## config.mk

```make
export PLATFORM = sky130hd
export DESIGN_NAME = wave_gen
export DESIGN_NICKNAME = d
export VERILOG_FILES = /design/src/rtl/wave_gen.sv
export SDC_FILE = /design/constraint.sdc
export NUM_CORES = 1
export LEC_CHECK = 0
export CAP_MARGIN = 20
export CORE_ASPECT_RATIO = 1.5
export CORE_MARGIN = 2
export CORE_UTILIZATION = 33
export CTS_CLUSTER_SIZE = 28
export DETAILED_ROUTE_END_ITERATION = 6
export GPL_TIMING_DRIVEN = 0
export PLACE_DENSITY_LB_ADDON = 0.1
export SETUP_SLACK_MARGIN = 0.4
export SYNTH_ARGS = -nofsm -noshare
export SYNTH_HDL_FRONTEND = slang
export SYNTH_SLANG_ARGS = --single-unit
```

## constraint.sdc

```tcl
create_clock -name clk -period 5.7 [get_ports clk]
set_clock_uncertainty 0.2 [all_clocks]
set_input_delay 1.425 -clock clk [delete_from_list [all_inputs] [get_ports clk]]
set_output_delay 1.425 -clock clk [all_outputs]
set_load 0.03 [all_outputs]
```

## src/rtl/wave_gen.sv

```systemverilog
// Multi-mode waveform generator: phase accumulator -> shape -> amplitude scale around DAC midscale.
// Define WAVE_GEN_SYNC_UPDATE_EN to defer loaded settings to the next waveform period boundary.
module wave_gen #(
  parameter int DAC_W  = 14,
  parameter int ACC_W  = 24,
  parameter int FREQ_W = 14,
  parameter int AMP_W  = 8,
  parameter int PH_W   = 8
) (
  input  logic              clk,
  input  logic              rst,
  input  logic              en,
  input  logic              load,
  input  logic [1:0]        mode,
  input  logic [FREQ_W-1:0] state_freq,
  input  logic [AMP_W-1:0]  state_amp,
  input  logic [PH_W-1:0]   state_phase,
  output logic [DAC_W-1:0]  DAC_in,
  output logic              sync
);

  localparam logic [DAC_W-1:0] MID = {1'b1, {(DAC_W-1){1'b0}}};
  localparam int PROD_W = DAC_W + AMP_W + 2;

  function automatic logic [DAC_W-1:0] shape(input logic [DAC_W-1:0] p, input logic [1:0] m);
    logic [DAC_W-2:0] l;
    l = p[DAC_W-2:0];
    case (m)
      2'd0:    shape = {(p[DAC_W-1] ? ~l : l), 1'b0};
      2'd1:    shape = p;
      2'd2:    shape = {DAC_W{p[DAC_W-1]}};
      default: shape = ~p;
    endcase
  endfunction

  // (s - mid) * (amp+1) / 2^AMP_W with floor, re-centred on midscale; cannot overflow.
  function automatic logic [DAC_W-1:0] scale(input logic [DAC_W-1:0] s, input logic [AMP_W-1:0] a);
    logic signed [DAC_W:0]    d;
    logic        [AMP_W:0]    gain;
    logic signed [PROD_W-1:0] prod;
    d    = $signed({1'b0, s} - {1'b0, MID});
    gain = {1'b0, a} + (AMP_W+1)'(1);
    prod = PROD_W'(d) * $signed(PROD_W'(gain));
    scale = MID + DAC_W'(prod >>> AMP_W);
  endfunction

  logic [FREQ_W-1:0] freq_q;
  logic [AMP_W-1:0]  amp_q;
  logic [PH_W-1:0]   ph_q;
  logic [1:0]        mode_q;

  logic [ACC_W-1:0]  acc_p0;
  logic              wf_p0;
  logic [ACC_W:0]    acc_sum;

  assign acc_sum = {1'b0, acc_p0} + {{(ACC_W+1-FREQ_W){1'b0}}, freq_q};

`ifdef WAVE_GEN_SYNC_UPDATE_EN
  logic [FREQ_W-1:0] freq_sh;
  logic [AMP_W-1:0]  amp_sh;
  logic [PH_W-1:0]   ph_sh;
  logic [1:0]        mode_sh;
  logic              pend_q;
  logic              apply;

  // A wrap on the previous edge (or an idle generator) is a safe point to switch settings.
  assign apply = pend_q & (wf_p0 | ~en);

  always_ff @(posedge clk or posedge rst) begin
    if (rst) begin
      freq_sh <= '0;
      amp_sh  <= '1;
      ph_sh   <= '0;
      mode_sh <= '0;
      pend_q  <= 1'b0;
      freq_q  <= '0;
      amp_q   <= '1;
      ph_q    <= '0;
      mode_q  <= '0;
    end else begin
      if (load) begin
        freq_sh <= state_freq;
        amp_sh  <= state_amp;
        ph_sh   <= state_phase;
        mode_sh <= mode;
      end
      if (apply) begin
        freq_q <= freq_sh;
        amp_q  <= amp_sh;
        ph_q   <= ph_sh;
        mode_q <= mode_sh;
      end
      pend_q <= load | (pend_q & ~apply);
    end
  end
`else
  always_ff @(posedge clk or posedge rst) begin
    if (rst) begin
      freq_q <= '0;
      amp_q  <= '1;
      ph_q   <= '0;
      mode_q <= '0;
    end else if (load) begin
      freq_q <= state_freq;
      amp_q  <= state_amp;
      ph_q   <= state_phase;
      mode_q <= mode;
    end
  end
`endif

  // Stage 0: phase accumulator, carry-out marks the period boundary
  always_ff @(posedge clk or posedge rst) begin
    if (rst) begin
      acc_p0 <= '0;
      wf_p0  <= 1'b0;
    end else if (en) begin
      {wf_p0, acc_p0} <= acc_sum;
    end else begin
      acc_p0 <= '0;
      wf_p0  <= 1'b0;
    end
  end

  // Stage 1: truncated phase plus left-aligned offset
  logic [DAC_W-1:0] ph_ext;
  logic [DAC_W-1:0] ph_p1;
  logic             vld_p1;
  logic             wrap_p1;

  assign ph_ext = DAC_W'(ph_q) << (DAC_W - PH_W);

  always_ff @(posedge clk or posedge rst) begin
    if (rst) begin
      ph_p1   <= '0;
      vld_p1  <= 1'b0;
      wrap_p1 <= 1'b0;
    end else begin
      ph_p1   <= acc_p0[ACC_W-1 -: DAC_W] + ph_ext;
      vld_p1  <= en;
      wrap_p1 <= wf_p0;
    end
  end

  // Stage 2: waveform shape
  logic [DAC_W-1:0] s_p2;
  logic             vld_p2;
  logic             wrap_p2;

  always_ff @(posedge clk or posedge rst) begin
    if (rst) begin
      s_p2    <= '0;
      vld_p2  <= 1'b0;
      wrap_p2 <= 1'b0;
    end else begin
      s_p2    <= shape(ph_p1, mode_q);
      vld_p2  <= vld_p1;
      wrap_p2 <= wrap_p1;
    end
  end

  // Stage 3: amplitude scaling and DAC register
  always_ff @(posedge clk or posedge rst) begin
    if (rst) begin
      DAC_in <= MID;
      sync   <= 1'b0;
    end else begin
      DAC_in <= vld_p2 ? scale(s_p2, amp_q) : MID;
      sync   <= vld_p2 & wrap_p2;
    end
  end

endmodule

```

After elaboration in Yosys (flattened, before gate mapping)
Cells that the tools add are included.

Bits in registers: 104. Latch bits: 0. Bits in writable memories: 0. Bits in read-only memories: 0. Input port bits: 36. Output and inout port bits: 15. Memories kept: 0.

Add/subtract/negate cells: 5. Multiply operators: 1. Div/mod/pow operators: 0. Magnitude comparators: 0. Eq/ne operators: 2. Shift operators: 0. Mux-type cells: 5. Bitwise gates (word level): 3. Reductions and logical operators: 1.

Operators by type and width (number): 14-bit case mux with 3 select lines (1); 24-bit by 14-bit adder with 25-bit output (1); 24-bit 2-to-1 mux (1); 15-bit by 10-bit multiplier with 22-bit output (1); 14-bit by 14-bit subtractor with 15-bit output, second input constant (1); 14-bit adder (1); 14-bit adder, first input constant (1); 14-bit 2-to-1 mux (1); 14-bit inverter (1); 13-bit 2-to-1 mux (1); 13-bit inverter (1); 8-bit by 1-bit adder with 9-bit output, second input constant (1); 2-bit by 1-bit equality test with 1-bit output, second input constant (1); 2-bit equality test, second input constant (1); 2-bit zero test (1); 1-bit AND (1); 1-bit 2-to-1 mux (1).

Logic depth before layout (Yosys ltp)
Depth after elaboration: 4. Gate-level depth with buffers: 22.

Worst setup path after synthesis
Ideal clock, no wire load.

Kind: reg-to-reg. Start: register amp_q[0]. End: register DAC_in[13]. Library setup time: 77 ps. Arrival: 6013 ps. Path slack: -591 ps. Cell stages (with the launch flop): 22. Path buffers: 1. Cells stage by stage: dfstp_2 > ha_1 > nand3_2 > nor2_1 > xor2_1 > clkbuf_1 > and2_1 > fa_1 > fa_1 > fa_1 > fa_1 > inv_1 > fa_1 > inv_1 > ha_1 > a21oi_1 > o21bai_1 > a2111o_1 > a21oi_1 > o211ai_1 > a221o_1 > o21a_1.

Word-level cells in the longest chain between the ends: 4.

RTL lines: from (decl) (line 48) `logic [AMP_W-1:0] amp_q;`; from (signal assigned) (line 105) `amp_q <= state_amp;`; 8-bit by 1-bit adder with 9-bit output (line 42) `gain = {1'b0, a} + (AMP_W+1)'(1);`; 15-bit by 10-bit multiplier with 22-bit output (line 43) `prod = PROD_W'(d) * $signed(PROD_W'(gain));`; 14-bit adder (line 44) `scale = MID + DAC_W'(prod >>> AMP_W);`; 14-bit 2-to-1 mux (line 168) `DAC_in <= vld_p2 ? scale(s_p2, amp_q) : MID;`; to (signal assigned) (line 168); to (decl) (line 18) `output logic [DAC_W-1:0] DAC_in,`.

Every way passes these cells. A chain may end at the register's enable or synchronous reset.

Worst setup path after layout
Same ends and word-level chain as after synthesis.

==> key figures <==
STA
  – Setup WS post-layout: -0.361 ns
  – Final setup fails: 11
  – RSZ-0062 raised after global routing: true
  – Slew headroom: 48.0%
  – Post-layout min period: 6.06 ns
  – Final hold viol count: 0
  – Max Transition Viols Final: 0
  – Final period util: 106%
  – Hold Slack: 0.152 ns
  – Actual slew at the worst max-slew pin: 0.773 ns
  – F_max: 0.165 GHz

Global routing
  – M2 GR Usage: 32.2%
  – Met3 usage: 1.50%
  – Global-route wire length before repair: 35.1 mm
  – Vias in the first global route: 6747
  – Grt met1 use: 16.5%
  – Gr busiest metal: met2
  – Initial antenna violation count: 0
  – Largest net degree at the start of global routing: 58
  – Grt ovf: 0
  – Tot GR Track Use: 15.7%

Clock tree
  – Clk_lat worst skew: 0.37 ns
  – Reg clk slew, reported paths: 0.09 ns
  – CTS tree: built
  – H-Tree Depth: 3
  – CTS buffer count: 9
  – Root Driver: clkbuf_16
  – CTS Sinks: 104
  – CTS max path bufs: 2

Logic synthesis
  – FFs w/ async S/R, synth: 100%
  – Largest cells by area after synthesis: dfrtp_1, fa_1, ha_1
  – Largest area contributor in the netlist: dfrtp_1
  – Register bit total from synthesis: 104
  – Number of synthesized flops with an enable pin: 0
  – Synth Instances: 897
  – Proportion of netlist area held by the largest area contributor: 26.2%
  – Syn_nets: 1103
  – Syn. warnings: 0
  – Dominant synthesized flop cell: dfrtp_1
  – Yosys cell types: 51
  – Syn_area_per_cell: 10.1 sq um
  – Seq/Total Area, Yosys: 28.8%
  – Post-synthesis cell area: 0.00906 sq mm

Critical path
  – FF-to-FF path depth: 22
  – Critical path class: flop to flop
  – Critical Path Start Type: flop
  – Required @ worst endpoint: 5.80 ns
  – CP startpoint: amp_q[0]
  – CP Data Arrival Time: 6.16 ns
  – Crit-path max FO: 4
  – Worst R2R Start: amp_q[0]
  – Reg2Reg Setup Slack: -0.36 ns
  – Crit path capture type: flop

Route
  – Routed WL per cell: 15.6 microns
  – DR pass1 iterations: 4
  – DRC errors left: 0
  – Via count: 6278
  – Vias per inst: 4.65
  – Drt initial violations: 173
  – Post-detailed-routing wire length: 21.1 mm
  – Final antenna-violating net count: 0

Floorplan
  – # IOs: 51
  – Core Region: 0.0271 sq mm
  – Die ar.: 0.0288 sq mm
  – Die Y-Extent: 207 microns
  – Std cell rows: 74
  – Initial core utilization: 33.4%
  – Chip width: 139 microns

Finish
  – Area of the multi-input gates: 0.00642 sq mm
  – Commonest cells after routing, fill and taps aside: inv_1, dfrtp_1, fa_1
  – Layout cells sized above 1: 21.0%
  – Layout area overhead: 25.7%
  – Commonest non-fill, non-tap cell in the layout: inv_1
  – Final core utilization: 42.0%
  – Fillers: 2694
  – Register area: 0.00261 sq mm
  – Antenna fix cells: 0
  – Fin nets: 1210

Placement
  – I/O Buffers: 49
  – Hpwl dp: 16.4 mm
  – Gpl congestion: 0.781

Hold path
  – Hold Path Class: flop to flop
  – WHS Path Cells: 0
  – Hold path startpoint: wrap_p1

Outcome
  – Failing checks: negative setup slack
  – Status: finished, violations left

Flow run
  – Max_cap viols: 0
-- layout make-up --
type,instances,area share (%)
inverters,132,4.38
well taps,342,3.75
multi-input cells,633,56.4
clock buffers,10,2.10
repair buffers,96,8.23
plain buffers,28,1.59
clock inverters,6,0.637
flip-flops and latches,104,22.9
-- critical path, cell delays in order (launching register included) --
cell and delay (ns):
dfstp_2 0.59, ha_4 0.16, buf_4 0.12, buf_12 0.10
xor2_4 0.25, buf_6 0.18, nand2b_4 0.07, fa_2 0.52
buf_4 0.17, fa_1 0.52, inv_1 0.05, fa_2 0.34
fa_1 0.51, inv_1 0.05, fa_1 0.50, inv_1 0.06
ha_4 0.23, a21o_1 0.20, a2111o_1 0.45, a21oi_4 0.16
o211ai_1 0.13, a221o_1 0.33, o21a_1 0.11
-- per-layer routing --
layer  up-vias  routed length (microns)
met1      3139                     7920
met3        24                      268
met4         0                      594
li1       3055                        -
met2        60                    12300
met5         -                        0
-- cell usage after synthesis, drive strengths merged, types with 16 or more instances --
library cell,n
nor2,53
xor2,17
dfrtp,95
clkbuf,24
nor2b,16
xnor2,45
mux2,31
a21oi,29
fa,102
and2,49
nand2,65
o21ai,18
nand2b,39
ha,68
inv,131
-- stage by stage --
step / setup WS, ns / setup TNS [ns] / area [sq um] / instances
finish: -0.361 / -2.03 / 11400 / 1351
floorplan: -0.111 / -0.147 / 9200 / 897
detailed placement: -1.12 / -11.25 / 10100 / 1289
CTS: -0.426 / -3.32 / 11100 / 1340
global route: -0.517 / -4.40 / 11400 / 1351
global placement: -1.09 / -58.68 / 10100 / 1288
-- cells by family after synthesis --
group / share of synthesized area, %
and+or+nand+nor: 15.3
xor gates and xnor gates: 5.99
muxes: 3.96
DFF: 28.8
buffers and inverters: 6.63
adders and majority gates: 31.9
AOI/OAI and AO/OA: 7.33
-- final timing paths --
| kind | endpoint |
|---|---|
| worst max-delay path | DAC_in[13] |
| worst min-delay path | wrap_p2 |
| worst max register to register | DAC_in[13] |
| worst min register to register | wrap_p2 |
| max in group asynchronous | amp_q[1] |
| min in group asynchronous | DAC_in[2] |
-- state kept, by name, indices dropped and copies added (netlist names), 2 cells and up --
signal / count
acc_p0: 24
freq_q: 14
DAC_in: 14
ph_p1: 14
s_p2: 14
ph_q: 8
mode_q: 2
amp_q: 8
-- repair_timing --
| item | in CTS | in global routing |
|---|---|---|
| pin swaps | 58 | 50 |
| gates resized for setup | 73 | 52 |
| cloned | 2 | 0 |
| setup buffers | 33 | 11 |
| hold buffers | 0 | 0 |
| setup endpoints to repair | 14 | 14 |
Power is not shown: default switching activity piles up to over one toggle a cycle in this logic, so the estimate is an artifact.
